==> config.mk <==
export PLATFORM = sky130hd
export DESIGN_NAME = rob_commit
export DESIGN_NICKNAME = d
export VERILOG_FILES = /design/src/rtl/rob_pkg.sv /design/src/rtl/rob_commit_slot.sv /design/src/rtl/rob_commit.sv
export SDC_FILE = /design/constraint.sdc
export NUM_CORES = 1
export LEC_CHECK = 0
export CAP_MARGIN = 20
export CORE_ASPECT_RATIO = 0.7
export CORE_MARGIN = 10
export CORE_UTILIZATION = 30
export CTS_BUF_LIST = sky130_fd_sc_hd__clkbuf_8
export CTS_CLUSTER_DIAMETER = 60
export DETAILED_ROUTE_END_ITERATION = 12
export HOLD_SLACK_MARGIN = 0.06
export PLACE_DENSITY = 0.68
export SYNTH_ARGS = -nofsm -noshare
export SYNTH_HDL_FRONTEND = slang
export SYNTH_SLANG_ARGS = --single-unit
==> constraint.sdc <==
create_clock -name clk -period 2.35 [get_ports clk]
set_input_delay 0.235 -clock clk [delete_from_list [all_inputs] [get_ports clk]]
set_output_delay 0.235 -clock clk [all_outputs]
set_load 0.02 [all_outputs]
==> src/rtl/rob_pkg.sv <==
// Shared definitions for the reorder-buffer retirement path: entry field
// positions, pop-count encodings and the commit FSM state type.
package rob_pkg;

  localparam int ROB_BUSY_BIT = 69;
  localparam int ROB_TAG_HI   = 68;
  localparam int ROB_TAG_LO   = 37;
  localparam int ROB_DEST_HI  = 36;
  localparam int ROB_DEST_LO  = 32;
  localparam int ROB_VAL_HI   = 31;
  localparam int ROB_VAL_LO   = 0;

  localparam logic [1:0] RE_ONE = 2'b00;
  localparam logic [1:0] RE_TWO = 2'b01;

  typedef enum logic [1:0] {
    ST_IDLE,
    ST_STROBE,
    ST_SETTLE,
    ST_WRITE
  } commit_state_e;

endpackage

==> src/rtl/rob_commit_slot.sv <==
// Combinational per-entry write qualification for one retirement slot:
// splits a popped ROB entry into address, data and tag and decides if it writes.
module rob_commit_slot
  import rob_pkg::*;
#(
  parameter int DATA_WIDTH = 70,
  parameter int TAG_WIDTH  = 32
) (
  input  logic                  active,
  input  logic                  zero_hint,
  input  logic [DATA_WIDTH-1:0] entry,
  output logic                  qual,
  output logic [4:0]            waddr,
  output logic [31:0]           wdata,
  output logic [TAG_WIDTH-1:0]  tag
);

  always_comb begin
    waddr = entry[ROB_DEST_HI:ROB_DEST_LO];
    wdata = entry[ROB_VAL_HI:ROB_VAL_LO];
    tag   = entry[ROB_TAG_HI:ROB_TAG_LO];
    // Squashed entries, still-busy entries and writes to r0 retire silently.
    qual  = active && !zero_hint && (entry != '0) && !entry[ROB_BUSY_BIT]
            && (waddr != 5'd0);
  end

endmodule

==> src/rtl/rob_commit.sv <==
// In-order retirement: pops one or two ROB head entries and writes them to the
// register file. Two-wide retirement is enabled by defining COMMIT_DUAL_EN.
module rob_commit
  import rob_pkg::*;
#(
  parameter int DATA_WIDTH = 70,
  parameter int TAG_WIDTH  = 32
) (
  input  logic                  clk,
  input  logic                  rst_n,
  input  logic                  commit_en,
  input  logic                  flush,
  input  logic                  buf_empty0,
  input  logic                  buf_empty1,
  input  logic                  head_flag0,
  input  logic                  head_flag1,
  input  logic                  head_zero0,
  input  logic                  head_zero1,
  input  logic [DATA_WIDTH-1:0] buf_out0,
  input  logic [DATA_WIDTH-1:0] buf_out1,
  output logic [1:0]            re,
  output logic                  rd_strobe,
  output logic                  rf_we0,
  output logic                  rf_we1,
  output logic [4:0]            rf_waddr0,
  output logic [4:0]            rf_waddr1,
  output logic [31:0]           rf_wdata0,
  output logic [31:0]           rf_wdata1,
  output logic [TAG_WIDTH-1:0]  last_tag,
  output logic [31:0]           retired_cnt
);

  commit_state_e         state_q, state_d;
  logic [1:0]            re_q, re_d;
  logic                  rd_strobe_q, rd_strobe_d;
  logic                  flushed_q, flushed_d;
  logic                  zero0_q, zero0_d;
  logic                  zero1_q, zero1_d;
  logic                  we0_q, we0_d, we1_q, we1_d;
  logic [4:0]            waddr0_q, waddr0_d, waddr1_q, waddr1_d;
  logic [31:0]           wdata0_q, wdata0_d, wdata1_q, wdata1_d;
  logic [TAG_WIDTH-1:0]  last_tag_q, last_tag_d;
  logic [31:0]           cnt_q, cnt_d;

  logic                  pop_one, pop_two;
  logic                  hz1_in;
  logic [DATA_WIDTH-1:0] s1_entry;

  logic                  q0, q1;
  logic [4:0]            a0, a1;
  logic [31:0]           d0, d1;
  logic [TAG_WIDTH-1:0]  t0, t1;

  assign pop_one = !buf_empty0 && !head_flag0;

`ifdef COMMIT_DUAL_EN
  assign pop_two  = !buf_empty1 && !head_flag0 && !head_flag1;
  assign hz1_in   = head_zero1;
  assign s1_entry = buf_out1;
`else
  logic unused_dual;
  assign unused_dual = ^{buf_empty1, head_flag1, head_zero1, buf_out1};
  assign pop_two  = 1'b0;
  assign hz1_in   = 1'b1;
  assign s1_entry = '0;
`endif

  rob_commit_slot #(.DATA_WIDTH(DATA_WIDTH), .TAG_WIDTH(TAG_WIDTH)) u_slot0 (
    .active   (1'b1),
    .zero_hint(zero0_q),
    .entry    (buf_out0),
    .qual     (q0),
    .waddr    (a0),
    .wdata    (d0),
    .tag      (t0)
  );

  rob_commit_slot #(.DATA_WIDTH(DATA_WIDTH), .TAG_WIDTH(TAG_WIDTH)) u_slot1 (
    .active   (re_q == RE_TWO),
    .zero_hint(zero1_q),
    .entry    (s1_entry),
    .qual     (q1),
    .waddr    (a1),
    .wdata    (d1),
    .tag      (t1)
  );

  always_comb begin
    state_d     = state_q;
    re_d        = re_q;
    rd_strobe_d = 1'b0;
    flushed_d   = flushed_q;
    zero0_d     = zero0_q;
    zero1_d     = zero1_q;
    we0_d       = 1'b0;
    we1_d       = 1'b0;
    waddr0_d    = waddr0_q;
    waddr1_d    = waddr1_q;
    wdata0_d    = wdata0_q;
    wdata1_d    = wdata1_q;
    last_tag_d  = last_tag_q;
    cnt_d       = cnt_q;

    case (state_q)
      ST_IDLE: begin
        flushed_d = 1'b0;
        if (commit_en && !flush && (pop_two || pop_one)) begin
          re_d        = pop_two ? RE_TWO : RE_ONE;
          zero0_d     = head_zero0;
          zero1_d     = hz1_in;
          rd_strobe_d = 1'b1;
          state_d     = ST_STROBE;
        end
      end
      ST_STROBE: begin
        flushed_d = flushed_q | flush;
        state_d   = ST_SETTLE;
      end
      ST_SETTLE: begin
        // Write outputs are registered on entry to WRITE, so a flush seen up to
        // this edge is what cancels the group.
        state_d  = ST_WRITE;
        waddr0_d = a0;
        waddr1_d = a1;
        wdata0_d = d0;
        wdata1_d = d1;
        if (!(flushed_q || flush)) begin
          we0_d = q0 && !(q1 && (a0 == a1));
          we1_d = q1;
          cnt_d = cnt_q + 32'(we0_d) + 32'(we1_d);
          if (q1)      last_tag_d = t1;
          else if (q0) last_tag_d = t0;
        end
      end
      ST_WRITE: begin
        state_d = ST_IDLE;
      end
      default: state_d = ST_IDLE;
    endcase
  end

  always_ff @(posedge clk or negedge rst_n) begin
    if (!rst_n) begin
      state_q     <= ST_IDLE;
      re_q        <= RE_ONE;
      rd_strobe_q <= 1'b0;
      flushed_q   <= 1'b0;
      zero0_q     <= 1'b0;
      zero1_q     <= 1'b0;
      we0_q       <= 1'b0;
      we1_q       <= 1'b0;
      waddr0_q    <= '0;
      waddr1_q    <= '0;
      wdata0_q    <= '0;
      wdata1_q    <= '0;
      last_tag_q  <= '0;
      cnt_q       <= '0;
    end else begin
      state_q     <= state_d;
      re_q        <= re_d;
      rd_strobe_q <= rd_strobe_d;
      flushed_q   <= flushed_d;
      zero0_q     <= zero0_d;
      zero1_q     <= zero1_d;
      we0_q       <= we0_d;
      we1_q       <= we1_d;
      waddr0_q    <= waddr0_d;
      waddr1_q    <= waddr1_d;
      wdata0_q    <= wdata0_d;
      wdata1_q    <= wdata1_d;
      last_tag_q  <= last_tag_d;
      cnt_q       <= cnt_d;
    end
  end

  assign re          = re_q;
  assign rd_strobe   = rd_strobe_q;
  assign rf_we0      = we0_q;
  assign rf_we1      = we1_q;
  assign rf_waddr0   = waddr0_q;
  assign rf_waddr1   = waddr1_q;
  assign rf_wdata0   = wdata0_q;
  assign rf_wdata1   = wdata1_q;
  assign last_tag    = last_tag_q;
  assign retired_cnt = cnt_q;

endmodule
== Yosys cells after proc, flatten, opt, wreduce, memory -nomap -nowiden ==
Index checks and enable logic that the tools add are counted.

* Output and inout bits: 143
* Word-level logic and storage cells: 42
* Register bits: 107
* Input bits: 150

* Reduce and logical (&&, ||, !) cells: 19
* Bitwise logic cells: 2
* $add $sub $neg: 1
* Mux-type cells: 7
* Equality and inequality tests: 4

{| class="wikitable"
|+ Operator list
! cell !! number
|-
| nonzero test 70 bit || 1
|-
| adder 32 x 1 -> 32 bit || 1
|-
| case mux 2 bit (4 select lines) || 1
|-
| logical AND 1 bit || 6
|-
| zero test 1 bit || 5
|-
| nonzero test 5 bit || 1
|-
| == test 2 bit (second input constant) || 2
|-
| two-way mux 1 bit || 4
|-
| AND reduction 2 bit || 2
|-
| AND reduction 3 bit || 1
|-
| == test 2 x 1 -> 1 bit (second input constant) || 1
|-
| zero test 2 bit || 1
|-
| two-way mux 2 bit || 1
|-
| inequality test 2 bit (second input constant) || 1
|-
| case mux 1 bit (2 select lines) || 1
|-
| nonzero test 2 bit || 1
|-
| logical OR 1 bit || 1
|-
| inverter 1 bit || 1
|-
| bitwise OR 1 bit || 1
|}

== Depth between registers and ports, before layout ==
* Depth after elaboration: 6
* Mapped depth: 9
* Depth with buffers taken out: 8

== By module ==
A second synthesis with hierarchy kept.

* Cell total of the unflattened synthesis: 616
* Area total of the unflattened synthesis: 7,123.1 µm²

{| class="wikitable"
|+ Modules (own cells, without submodules)
! module !! cells an instance !! seq. area each (µm²) !! area an instance (µm²) !! times used
|-
| rob_commit || 472 || 3,653.5 || 6,044.5 || 1
|-
| rob_commit_slot || 72 || 0.0 || 539.3 || 2
|}

== Worst setup path before layout ==
No wires, ideal clock.

* Kind: reg2reg
* From: reg state_q[0]
* To: reg cnt_q[12], in the netlist retired_cnt[12]
* Period minus slack after synthesis: 1,988 ps
* Path buffers: 2
* Library setup time: 129 ps
* Arrival: 1,859 ps
* Required time: 2,221 ps
* Stages on the path, launching flop included: 9
* Slack: 362 ps
* Path through: dfrtp_1 > inv_1 > ha_1 > or3b_1 > buf_2 > nor4_2 > buf_4 > nand4_1 > xnor2_1

* Word-level cells in the longest chain between the ends: 2

{| class="wikitable"
|+ Ends and longest elaborated chain
! item !! RTL line !! RTL
|-
| start: declaration || rob_commit.sv:33 || <nowiki>commit_state_e state_q, state_d;</nowiki>
|-
| start signal: assignment || rob_commit.sv:159 || <nowiki>state_q <= state_d;</nowiki>
|-
| == test 2 bit || rob_commit.sv:104 || <nowiki>case (state_q)</nowiki>
|-
| AND reduction 2 bit (no line) || - ||
|-
| end signal: assignment || rob_commit.sv:172 || <nowiki>cnt_q <= cnt_d;</nowiki>
|-
| end: declaration || rob_commit.sv:43 || <nowiki>logic [31:0] cnt_q, cnt_d;</nowiki>
|}

No other way between the ends.
A chain may end at the register's enable or synchronous reset.

== Worst setup path after layout ==
* From: in buf_out0[35]
* To: reg cnt_q[30], in the netlist retired_cnt[30]

* Word-level cells in the longest chain between the ends: 5
* Elaborated cells on any way between the ends: 6
* Classes of those cells: 1 x add/sub; 5 x reduce/logical

{| class="wikitable"
|+ Ends and longest elaborated chain
! item !! RTL line !! RTL
|-
| start: declaration || rob_commit.sv:19 || <nowiki>input logic [DATA_WIDTH-1:0] buf_out0,</nowiki>
|-
| nonzero test 70 bit || rob_commit_slot.sv:23 || <nowiki>qual = active && !zero_hint && (entry != '0) && !entry[ROB_BUSY_BIT]</nowiki>
|-
| logical AND 1 bit (2 in series) || rob_commit_slot.sv:23 ||
|-
| logical AND 1 bit (*) || rob_commit_slot.sv:24 || <nowiki>&& (waddr != 5'd0);</nowiki>
|-
| adder 32 x 1 -> 32 bit (*) || rob_commit.sv:130 || <nowiki>cnt_d = cnt_q + 32'(we0_d) + 32'(we1_d);</nowiki>
|}

Every way passes the cells marked *; elsewhere a longest branch is shown, timed or not.

==> run metrics <==
die height 123 µm; XOR/XNOR share of the synthesized area approximately 5.7%; MaxCap Viol Count 0; M2 GR Usage 18.3%; status completed; Period minus WS final 2180 ps; number of vias per cell 4.27; GR Util met1 12.4%; GRT met3 Usage under 10%; drt pass-1 iters 4; r2r worst-path depth 7; fraction of registers with async set/reset between 90% and 100%; Cell Area, Synth 4580 µm²; I/O pins 293; clk buf depth 2; Crit path arrival time 2430 ps; worst-case clock skew 13.7 ps; vias in the first global route approximately 3500; clock latency on the worst-skew pair 370 ps; Max IR drop VDD 0.731 mV; DR WL/cell 16.3 µm; grt ovf 0; initial core utilization 30.9%; CTS tree built; fin. max-slew vios 0; Final Wtd Congestion 0.739; Setup Fix Bufs, Post-CTS 0; Rel. slew slack 51.7%; reg2reg start state_q[0]; PwrDens 1120 nW/µm²; 1st-iter DRT viols 120; H-tree depth 3; simple-gate portion of the synthesized area 8.28%; Post-Route WL 12000 µm; post-synthesis register bit count 107; diode count 0; area grow syn2layout 47.5%; initial antenna violation count 0; Final Cell Area 6760 µm²; share of layout cells above drive strength 1 19.1%; Total Power 7.54 mW; required time of the critical path 2600 ps; mux share of post-synthesis cell area between 10% and 20%; CTS sink count 107; cell count after placement 717; Worst Hold Slack just over 400 ps; worst min path class in2async; worst r2r dst retired_cnt[17]; Crit. End Element flip-flop; Tcrit/Tclk final 92.7%; Critical Path Max Stage Delay between 400 and 500 ps; Util after Layout 45.6%; GRT Resource Usage Total 11.3%; fin cells 734; die width 168 µm; detailed-placement wirelength estimate 9470 µm; Yosys Warn Count 0; RSZ-0062 raised after global routing false; slowest CP cell clkdlybuf4s50_1; largest family of logic cells by synthesized area multiplexers; ANT nets after route 0; CP Max Fanout 11; filler cell count 1328; DP Area between 6000 and 7000 µm²; core footprint 14800 µm²; Core Rows 37; Vias 3135; Avg Cell Area, Syn 13.4 µm²; post-synthesis sequential area ratio 58.5%; Nets a little under 700; Hold Fails Final Rpt 0; GRT busiest layer met2; Die ar. 20700 µm²; CTS buffer count 9; Worst Max-Slew Pin Slew 718 ps; Compound-Gate Fraction of Synth Area less than 1%; CP startpoint kind input pin; adder-cell share of the synthesized area 1.37%; Crit Path Class in2reg; crit-path cells clkdlybuf4s50_1, nor3_1, a211oi_1, ha_1, ha_1, nand3_1, nor4_2, buf_4, nand3_1, xnor2_1; # setup viols final 0; flop-to-flop setup slack 180 ps; leak pwr 2.91 nW; Main synth FF type dfrtp_1; number of synthesized flops with an enable pin 0; clock transition at the registers of the reported paths 100 ps; Post-Synthesis Cells approximately 340; Netlist cell types 27; fmax around 460 MHz; Port Buf Inserts 179; Root Driver clkbuf_8; first-pass GRT wire length 19000 µm; Post-route DRC 0; largest net degree at the start of global routing 52
where the power goes:
part | switching (mW) | leakage, nW | internal [mW]
sequential | 0.345 | 1.35 | 2.50
combinational | 1.68 | 1.45 | 1.84
clock | 0.637 | 0.109 | 0.536
cell type report:
type,count,area [µm²],share of cell area (%)
Clock buffer,10,138,2.04
Clock inverter,6,72.6,1.07
Inverter,5,18.8,0.278
Multi-Input combinational cell,219,1680,24.8
Sequential cell,107,2680,39.6
Tap cell,195,244,3.61
Timing Repair Buffer,192,1930,28.6
synthesized netlist by cell type (2+ instances only):
cell | instances | area, µm²
nor3_1 | 4 | 20.0
and2_1 | 3 | 18.8
nand3_1 | 14 | 70.1
buf_4 | 41 | 308
nor2_1 | 9 | 33.8
a21oi_1 | 2 | 10.0
and3_1 | 3 | 18.8
xor2_1 | 4 | 35.0
nand2_1 | 18 | 67.6
buf_2 | 4 | 20.0
clkbuf_1 | 5 | 18.8
xnor2_1 | 26 | 228
mux2_2 | 70 | 788
and4_1 | 2 | 17.5
nand4_1 | 11 | 68.8
dfrtp_1 | 107 | 2680
nor4_2 | 2 | 25.0
ha_1 | 5 | 62.6
inv_1 | 5 | 18.8
sequential cells by signal (all words and copies together), names as in the netlist:
register     flops
last_tag        32
retired_cnt     32
rf_wdata0       32
rf_waddr0        5
state_q          2
flushed_q        1
rd_strobe        1
rf_we0           1
zero0_q          1
layout by cell type (no fill, tap or decap):
cell	netlist	final
and2_1	3	3
dlygate4sd3_1	0	1
buf_4	41	9
and3_1	3	3
buf_6	1	1
nand4_1	11	11
inv_1	5	5
nand3_1	14	14
nand2_1	18	18
buf_12	0	3
clkbuf_8	0	10
o21ai_0	1	1
bufinv_16	0	1
clkdlybuf4s50_1	0	178
and4_1	2	2
xor2_1	4	4
ha_1	5	4
clkinv_4	0	2
o31ai_1	1	1
conb_1	1	40
nor4b_1	1	1
nor3_1	4	4
or3b_1	1	1
clkinv_2	0	1
mux2_2	70	70
a21oi_1	2	2
nor4_4	1	1
nor2_1	9	9
nor4_2	2	2
dfrtp_1	107	107
xnor2_1	26	26
ha_2	0	1
inv_8	0	1
a211oi_1	1	1
inv_6	0	1
metrics by stage:
stage               setup TNS [ps]  setup slack, ps
floorplan                        0              362
global placement             -2160             -171
detailed placement           -2670             -215
CTS                              0              162
global route                     0             12.2
finish                           0              171
worst max-delay path by stage:
stage,start,slack (ps),depth (start not counted),to
6_report,buf_out0[35],170,10,retired_cnt[30]
5_1_grt,buf_out0[32],10,10,retired_cnt[28]
4_1_cts,state_q[0],160,7,retired_cnt[17]
3_5_place_dp,buf_out0[35],-220,10,retired_cnt[30]
3_3_place_gp,buf_out0[32],-170,10,retired_cnt[28]
2_1_floorplan,state_q[0],360,8,retired_cnt[12]
kinds of logic after synthesis:
group / count (synthesis)
AOI/OAI and AO/OA: 5
xor gates and xnor gates: 30
adders and majority gates: 5
buffers and inverters: 56
DFF: 107
muxes: 70
other: 1
and+or+nand+nor: 69
critical path, delay by kind of cell:
kind	cells	cell delay (ps)
simple gates	4	440
buf+inv	2	710
fa+ha+maj	2	470
xor+xnor	1	180
compound gates	1	370
metal layers:
layer,wire (µm),vias to the layer above
li1,-,1470
met1,4690,1536
met2,5570,120
met3,1600,9
met4,91,0
met5,0,-
timing repair:
action                     in CTS  in global routing
gates resized for setup         0                  1
hold endpoints to repair       43                  0
setup endpoints to repair       0                 11
hold buffers                    1                  0
Note: power is estimated with default switching activity, not from simulation.
